==> src/rtl/ask4_symbol_source.sv <==
// Pseudo-random 4-ASK symbol source for the pulse-shaping FIR: one zero-stuffed symbol per SPS
// clocks, plus impulse-train and zero modes. All outputs are registered.
module ask4_symbol_source #(
    parameter int                 SPS        = 4,
    parameter logic [14:0]        LFSR_SEED  = 15'h0001,
    parameter logic signed [17:0] AMP        = 18'sd21845,
    parameter logic signed [17:0] IMP_AMP    = 18'sd131071,
    parameter int                 IMP_PERIOD = 32
) (
    input  logic                    clk,
    input  logic                    reset,
    input  logic                    enable,
    input  logic [1:0]              mode,
    output logic signed [17:0]      x_out,
    output logic                    sym_strobe,
    output logic [1:0]              sym_bits,
    output logic [$clog2(SPS)-1:0]  phase
);

    localparam int PW = $clog2(SPS);
    localparam int CW = $clog2(IMP_PERIOD);
    localparam logic [PW-1:0] PH_LAST = PW'(SPS - 1);
    localparam logic [CW-1:0] CNT_LAST = CW'(IMP_PERIOD - 1);
    localparam logic signed [17:0] AMP3 = 18'(AMP * 18'sd3);

    if ((SPS < 2) || (SPS > 16) || ((SPS & (SPS - 1)) != 0)) begin : g_bad_sps
        $error("SPS must be a power of 2 in 2..16");
    end
    if (LFSR_SEED == 15'h0000) begin : g_bad_seed
        $error("LFSR_SEED must be nonzero");
    end
    if ((32'(AMP) * 3) > 131071) begin : g_bad_amp
        $error("3*AMP overflows 1s17");
    end
    if (IMP_PERIOD < 8) begin : g_bad_period
        $error("IMP_PERIOD must be at least 8");
    end

    // x^15+x^14+1 Fibonacci step; an all-zero state reloads the seed so the source never stalls.
    function automatic logic [14:0] lfsr_next(input logic [14:0] s);
        if (s == 15'h0000) begin
            return LFSR_SEED;
        end else begin
            return {s[13:0], s[14] ^ s[13]};
        end
    endfunction

    // Gray-coded 4-ASK level map.
    function automatic logic signed [17:0] ask_level(input logic [1:0] b);
        case (b)
            2'b00:   return -AMP3;
            2'b01:   return -AMP;
            2'b11:   return AMP;
            2'b10:   return AMP3;
            default: return 18'sd0;
        endcase
    endfunction

    logic [PW-1:0]        phase_r,   phase_s;
    logic [14:0]          lfsr_r,    lfsr_s;
    logic [14:0]          lfsr_adv_s;
    logic [CW-1:0]        imp_cnt_r, imp_cnt_s;
    logic [1:0]           mode_q_r,  mode_q_s;
    logic signed [17:0]   x_r,       x_s;
    logic                 strobe_r,  strobe_s;
    logic [1:0]           bits_r,    bits_s;

    // Next-state: advance phase, and on a symbol boundary step the LFSR and emit a sample.
    always_comb begin
        phase_s    = phase_r;
        lfsr_s     = lfsr_r;
        imp_cnt_s  = imp_cnt_r;
        mode_q_s   = mode_q_r;
        bits_s     = bits_r;
        x_s        = 18'sd0;
        strobe_s   = 1'b0;
        lfsr_adv_s = lfsr_next(lfsr_r);
        if (enable) begin
            if (phase_r == PH_LAST) begin
                phase_s   = {PW{1'b0}};
                mode_q_s  = mode;
                lfsr_s    = lfsr_adv_s;
                bits_s    = lfsr_adv_s[1:0];
                strobe_s  = 1'b1;
                imp_cnt_s = (imp_cnt_r == CNT_LAST) ? {CW{1'b0}} : imp_cnt_r + CW'(1);
                // The impulse decision looks at the count before it advances.
                case (mode_q_s)
                    2'b00:   x_s = ask_level(lfsr_adv_s[1:0]);
                    2'b01:   x_s = (imp_cnt_r == {CW{1'b0}}) ? IMP_AMP : 18'sd0;
                    default: x_s = 18'sd0;
                endcase
            end else begin
                phase_s = phase_r + PW'(1);
            end
        end else begin
            phase_s = phase_r;
        end
    end

    // State and output registers; reset abandons any symbol in progress.
    always_ff @(posedge clk) begin
        if (reset) begin
            phase_r   <= PH_LAST;
            lfsr_r    <= LFSR_SEED;
            imp_cnt_r <= {CW{1'b0}};
            mode_q_r  <= 2'b00;
            x_r       <= 18'sd0;
            strobe_r  <= 1'b0;
            bits_r    <= 2'b00;
        end else begin
            phase_r   <= phase_s;
            lfsr_r    <= lfsr_s;
            imp_cnt_r <= imp_cnt_s;
            mode_q_r  <= mode_q_s;
            x_r       <= x_s;
            strobe_r  <= strobe_s;
            bits_r    <= bits_s;
        end
    end

    assign x_out      = x_r;
    assign sym_strobe = strobe_r;
    assign sym_bits   = bits_r;
    assign phase      = phase_r;

endmodule
==> config.mk <==
export PLATFORM = sky130hd
export DESIGN_NAME = ask4_symbol_source
export DESIGN_NICKNAME = d
export VERILOG_FILES = /design/src/rtl/ask4_symbol_source.sv
export SDC_FILE = /design/constraint.sdc
export NUM_CORES = 1
export LEC_CHECK = 0
export CORE_ASPECT_RATIO = 0.8
export CORE_MARGIN = 3
export CORE_UTILIZATION = 60
export CTS_CLUSTER_SIZE = 30
export DETAILED_ROUTE_END_ITERATION = 12
export DONT_BUFFER_PORTS = 1
export PLACE_DENSITY = 0.77
export SYNTH_ARGS = -nofsm -noshare
export SYNTH_HDL_FRONTEND = slang
export SYNTH_SLANG_ARGS = --single-unit
==> constraint.sdc <==
create_clock -name clk -period 2.8 [get_ports clk]
set_input_delay 0.42 -clock clk [delete_from_list [all_inputs] [get_ports clk]]
set_output_delay 0.42 -clock clk [all_outputs]
set_load 0.05 [all_outputs]
* Word-level counts from Yosys, hierarchy flattened
Index checks and enable logic that the tools add are counted. W data, S select, Z words.
Word-level totals: register bits 43, input bits 5, output and inout port bits 23, word-level logic and storage cells 31
Cells by class: add/subtract/negate cells 2, equal/unequal tests 6, multiplexer cells 7, bitwise gates (word level) 3, reductions and logical operators 7
Operators with widths (count):
- $pmux W18 S4 | 1
- $pmux W18 S2 | 1
- $mux W17 | 1
- $logic_not A15 Y1 | 1
- $mux W15 | 1
- $eq A2 B2 Y1 const B | 3
- $add A5 B1 Y5 const B | 1
- $eq A5 B5 Y1 const B | 1
- $logic_not A5 Y1 | 1
- $mux W5 | 1
- $eq A2 B1 Y1 const B | 2
- $logic_not A2 Y1 | 2
- $reduce_or A3 Y1 | 1
- $add A2 B1 Y2 const B | 1
- $mux W2 | 1
- $not A1 Y1 | 2
- $reduce_and A2 Y1 | 1
- $reduce_or A2 Y1 | 1
- $mux W1 | 1
- $xor A1 B1 Y1 | 1

* Logic depth before layout (Yosys ltp)
depth after elaboration 5, mapped depth 6, mapped depth without buffers 6

* Worst setup path before layout
OpenSTA, ideal clock, no wires.
path kind register to register, from register phase_r[0] (netlist: phase[0]), to register x_r[15] (netlist: x_out[15]), library setup time 69 ps, arrival time 1700 ps, data required time 2731 ps, path slack 1031 ps, stages on the path, launching flop included 6, path buffers 0, clock period less this slack 1769 ps, path through dfxtp_1 > ha_1 > nand2_2 > or4_4 > a21o_1 > o21ai_1
Between the ends: word-level cells in the longest chain between the ends 3
RTL lines:
- start: declaration | line 59 | logic [PW-1:0] phase_r, phase_s;
- start signal: assignment | line 111 | phase_r <= phase_s;
- $eq A2 B2 Y1 | line 79 | if (phase_r == PH_LAST) begin
- $not A1 Y1 (no line)
- $reduce_or A3 Y1 (no line)
- end signal: assignment | line 115 | x_r <= x_s;
- end: declaration | line 64 | logic signed [17:0] x_r, x_s;
No other way between the ends. A chain may end at the register's enable or synchronous reset.

* Worst setup path after layout
from register phase_r[1] (netlist: phase[1]), to register x_r[15] (netlist: x_out[15])
Same word-level chain as after synthesis.

==> metrics.cfg <==
[setup_path]
crit_path_max_incr_delay_ns=0.66
crit_chain=ha_1 -> nand2_2 -> or4_4 -> a21o_1 -> o21ai_1
r2r_cells=5
critPathRequiredTime_ns=3.04
worst_setup_path_end_kind=register
critical_path_arrival_ns=2.38
cp-start-kind=register
worst-setup-path-type=register to register
cp_slowest_cell=dfxtp_1
path_max_fanout=24

[cts]
clkLatencyLatePin_ns=0.32
postCtsSetupBuffers=0
cts_max_path_buffers=2
root_buffer=clkbuf_4
ctsResizeCount=0
h-tree-depth=2
clkSlewWorstSetupHoldPaths_ns=0.09
cts_inserted_buffers=5
cts_tree=yes
cts.sinks=29
hold_buffers=0

[finish]
layout.cells.non_filler=159
nFillCells=156
syn2layout_area_growth_pct=-2.338
final_area_um2=1202
drive_gt1_frac=0.08759
register_area_um2=588.1
n_antenna_cell=0
nNetsFinal=145
multi_input_area_um2=498.0

[placed_design]
portBuffers=0
pre_cts_slack_ns=0.6895
dpl_cell_area_um2=1144
dpl.cell_count=151
gp_congestion=0.8077
post-dp-hpwl_um=1498

[logic_synthesis]
syn_inst=149
yosysSeqAreaShare=0.4715
ys_ff_latch=29
syn_area_per_cell_um2=8.263
yosys_warnings=0
synth.cell_area_um2=1231
synth_fp_nets=158
ys_types=28

[sta]
min_period_over_period=0.7633
max_freq_mhz=467.9
maxSlewHeadroom=0.2644
finalSetupViolCount=0
hold_viol=0
maxSlewViolCount=0
tns_ns=0
grt_setup_unrepaired=false
worstMarginPinSlew_ns=1.109
postLayoutSetupSlackWorst_ns=0.6628
finalClockSkew_ns=0.01006
min_period_ns=2.137

[worst_hold_path]
hold_path_depth=1
hp-class=input pin to register

[routing]
ant_nets=0
dr.pass1.iters=6
drc=0
drt_iter0_drc=27
wirelength_um=2203
vias=899
wl_per_cell_um=13.86
viasPerCell=5.654

[pwr]
worst_ir_drop_vdd_mv=0.4312
combinationalPowerShare=0.070
p_per_area_nw_per_um2=673.8
cell_internal_pwr_w=0.0005681
swShare=0.2988
power_w=0.0008102
p_seq_frac=0.605
leakage_nw=0.4583
power_frac_clock=0.325
p_sw_w=0.0002420

[floorplanning]
start_util=0.6944
design.core.area_um2=1773
dieWidth_um=56.65
die_height_um=46.52
std_cell_rows=13
io_pins=28
dieArea_um2=2635

[run_status]
status=completed

[global_routing]
grt_max_degree=26
grt_overflow_total=0
grt_pass1_vias=805
grt_pass1_wl_um=3622
antenna_found_initial=0
grtUsageTotal=0.1882

[flow_run]
cap_violations=0

power by group through the flow:
| stage | logic, W | clock network [W] | registers, W |
|---|---|---|---|
| finish | 0.0000570 | 0.000263 | 0.000490 |
| global route | 0.0000656 | 0.000281 | 0.000493 |
| CTS | 0.0000573 | 0.000267 | 0.000490 |
| detailed placement | 0.0000569 | 0 | 0.000500 |
| global placement | 0.0000551 | 0 | 0.000500 |
| floorplan | 0.0000951 | 0 | 0.000468 |
metrics by stage:
step                      hold slack, ns  utilization
after floorplan                   0.4447            -
after global placement            0.4477       0.6450
after detailed placement          0.4586       0.6450
after CTS                         0.1459       0.6782
after global routing              0.1430       0.6782
final                             0.1593       0.6782
sequential cells by signal, indices dropped and copies added (netlist names):
signal / count
lfsr_r: 15
imp_cnt_r: 5
x_out: 5
phase: 2
sym_bits: 1
sym_strobe: 1
cells by family after synthesis:
| family | share of synthesized area |
|---|---|
| buf+inv | 0.1240 |
| simple gates | 0.2246 |
| xor+xnor | 0.007115 |
| fa+ha+maj | 0.04065 |
| compound gates | 0.1321 |
| flops | 0.4715 |
cell type report:
type	instances	share of cell area
inverters	4	0.01249
multi-input cells	94	0.4142
well taps	22	0.02289
repair buffers	2	0.01249
flip-flops and latches	29	0.4891
clock buffers	8	0.04891
routing by layer:
layer,share of wire,wire [µm],vias up,GRT usage
li1,-,-,458,-
met1,0.46,1012,422,0.2098
met2,0.48,1063,17,0.3295
met3,0.049,109,2,0.05882
met4,0.0086,19,0,0.09953
met5,0,0,-,0
worst paths after layout:
check	startpoint	to	slack [ns]
setup / recovery	phase[1]	x_out[15]	0.66
hold / removal	reset	lfsr_r[13]	0.16
setup reg to reg	phase[1]	x_out[15]	0.66
hold reg to reg	lfsr_r[10]	lfsr_r[11]	0.47
worst max-delay path, delay by kind of cell, from the launching register on:
kind,cells,cell delay (ns)
compound gates,2,0.30
simple gates,2,0.80
fa+ha+maj,1,0.30
flops,1,0.66
layout by cell type (no fill, tap or decap), types with 2 or more instances in the layout:
cell,netlist,layout
clkbuf_1,6,2
o21ai_0,4,4
inv_1,4,4
a21oi_1,20,20
nor2_1,6,6
nand2_1,33,33
clkbuf_4,0,5
nor4_1,4,4
nand3b_1,2,2
dfxtp_4,0,2
ha_1,4,4
dfxtp_1,29,27
buf_4,14,2
nor3_1,6,6
Yosys cell counts, drive strengths merged:
master | count | area share
a211o | 1 | 0.0071
a21o | 1 | 0.0061
a21oi | 20 | 0.081
a31oi | 1 | 0.0051
and2 | 1 | 0.0051
and3 | 1 | 0.0051
and4 | 1 | 0.0071
buf | 16 | 0.093
clkbuf | 6 | 0.018
dfxtp | 29 | 0.47
ha | 4 | 0.041
inv | 4 | 0.012
nand2 | 34 | 0.11
nand3b | 2 | 0.012
nand4 | 1 | 0.0051
nor2 | 6 | 0.018
nor2b | 1 | 0.0051
nor3 | 6 | 0.024
nor4 | 4 | 0.020
nor4b | 1 | 0.0071
o21ai | 5 | 0.020
o21bai | 1 | 0.0061
o31ai | 1 | 0.0061
or4 | 1 | 0.0091
xor2 | 1 | 0.0071
(Power assumes the default switching activity.)
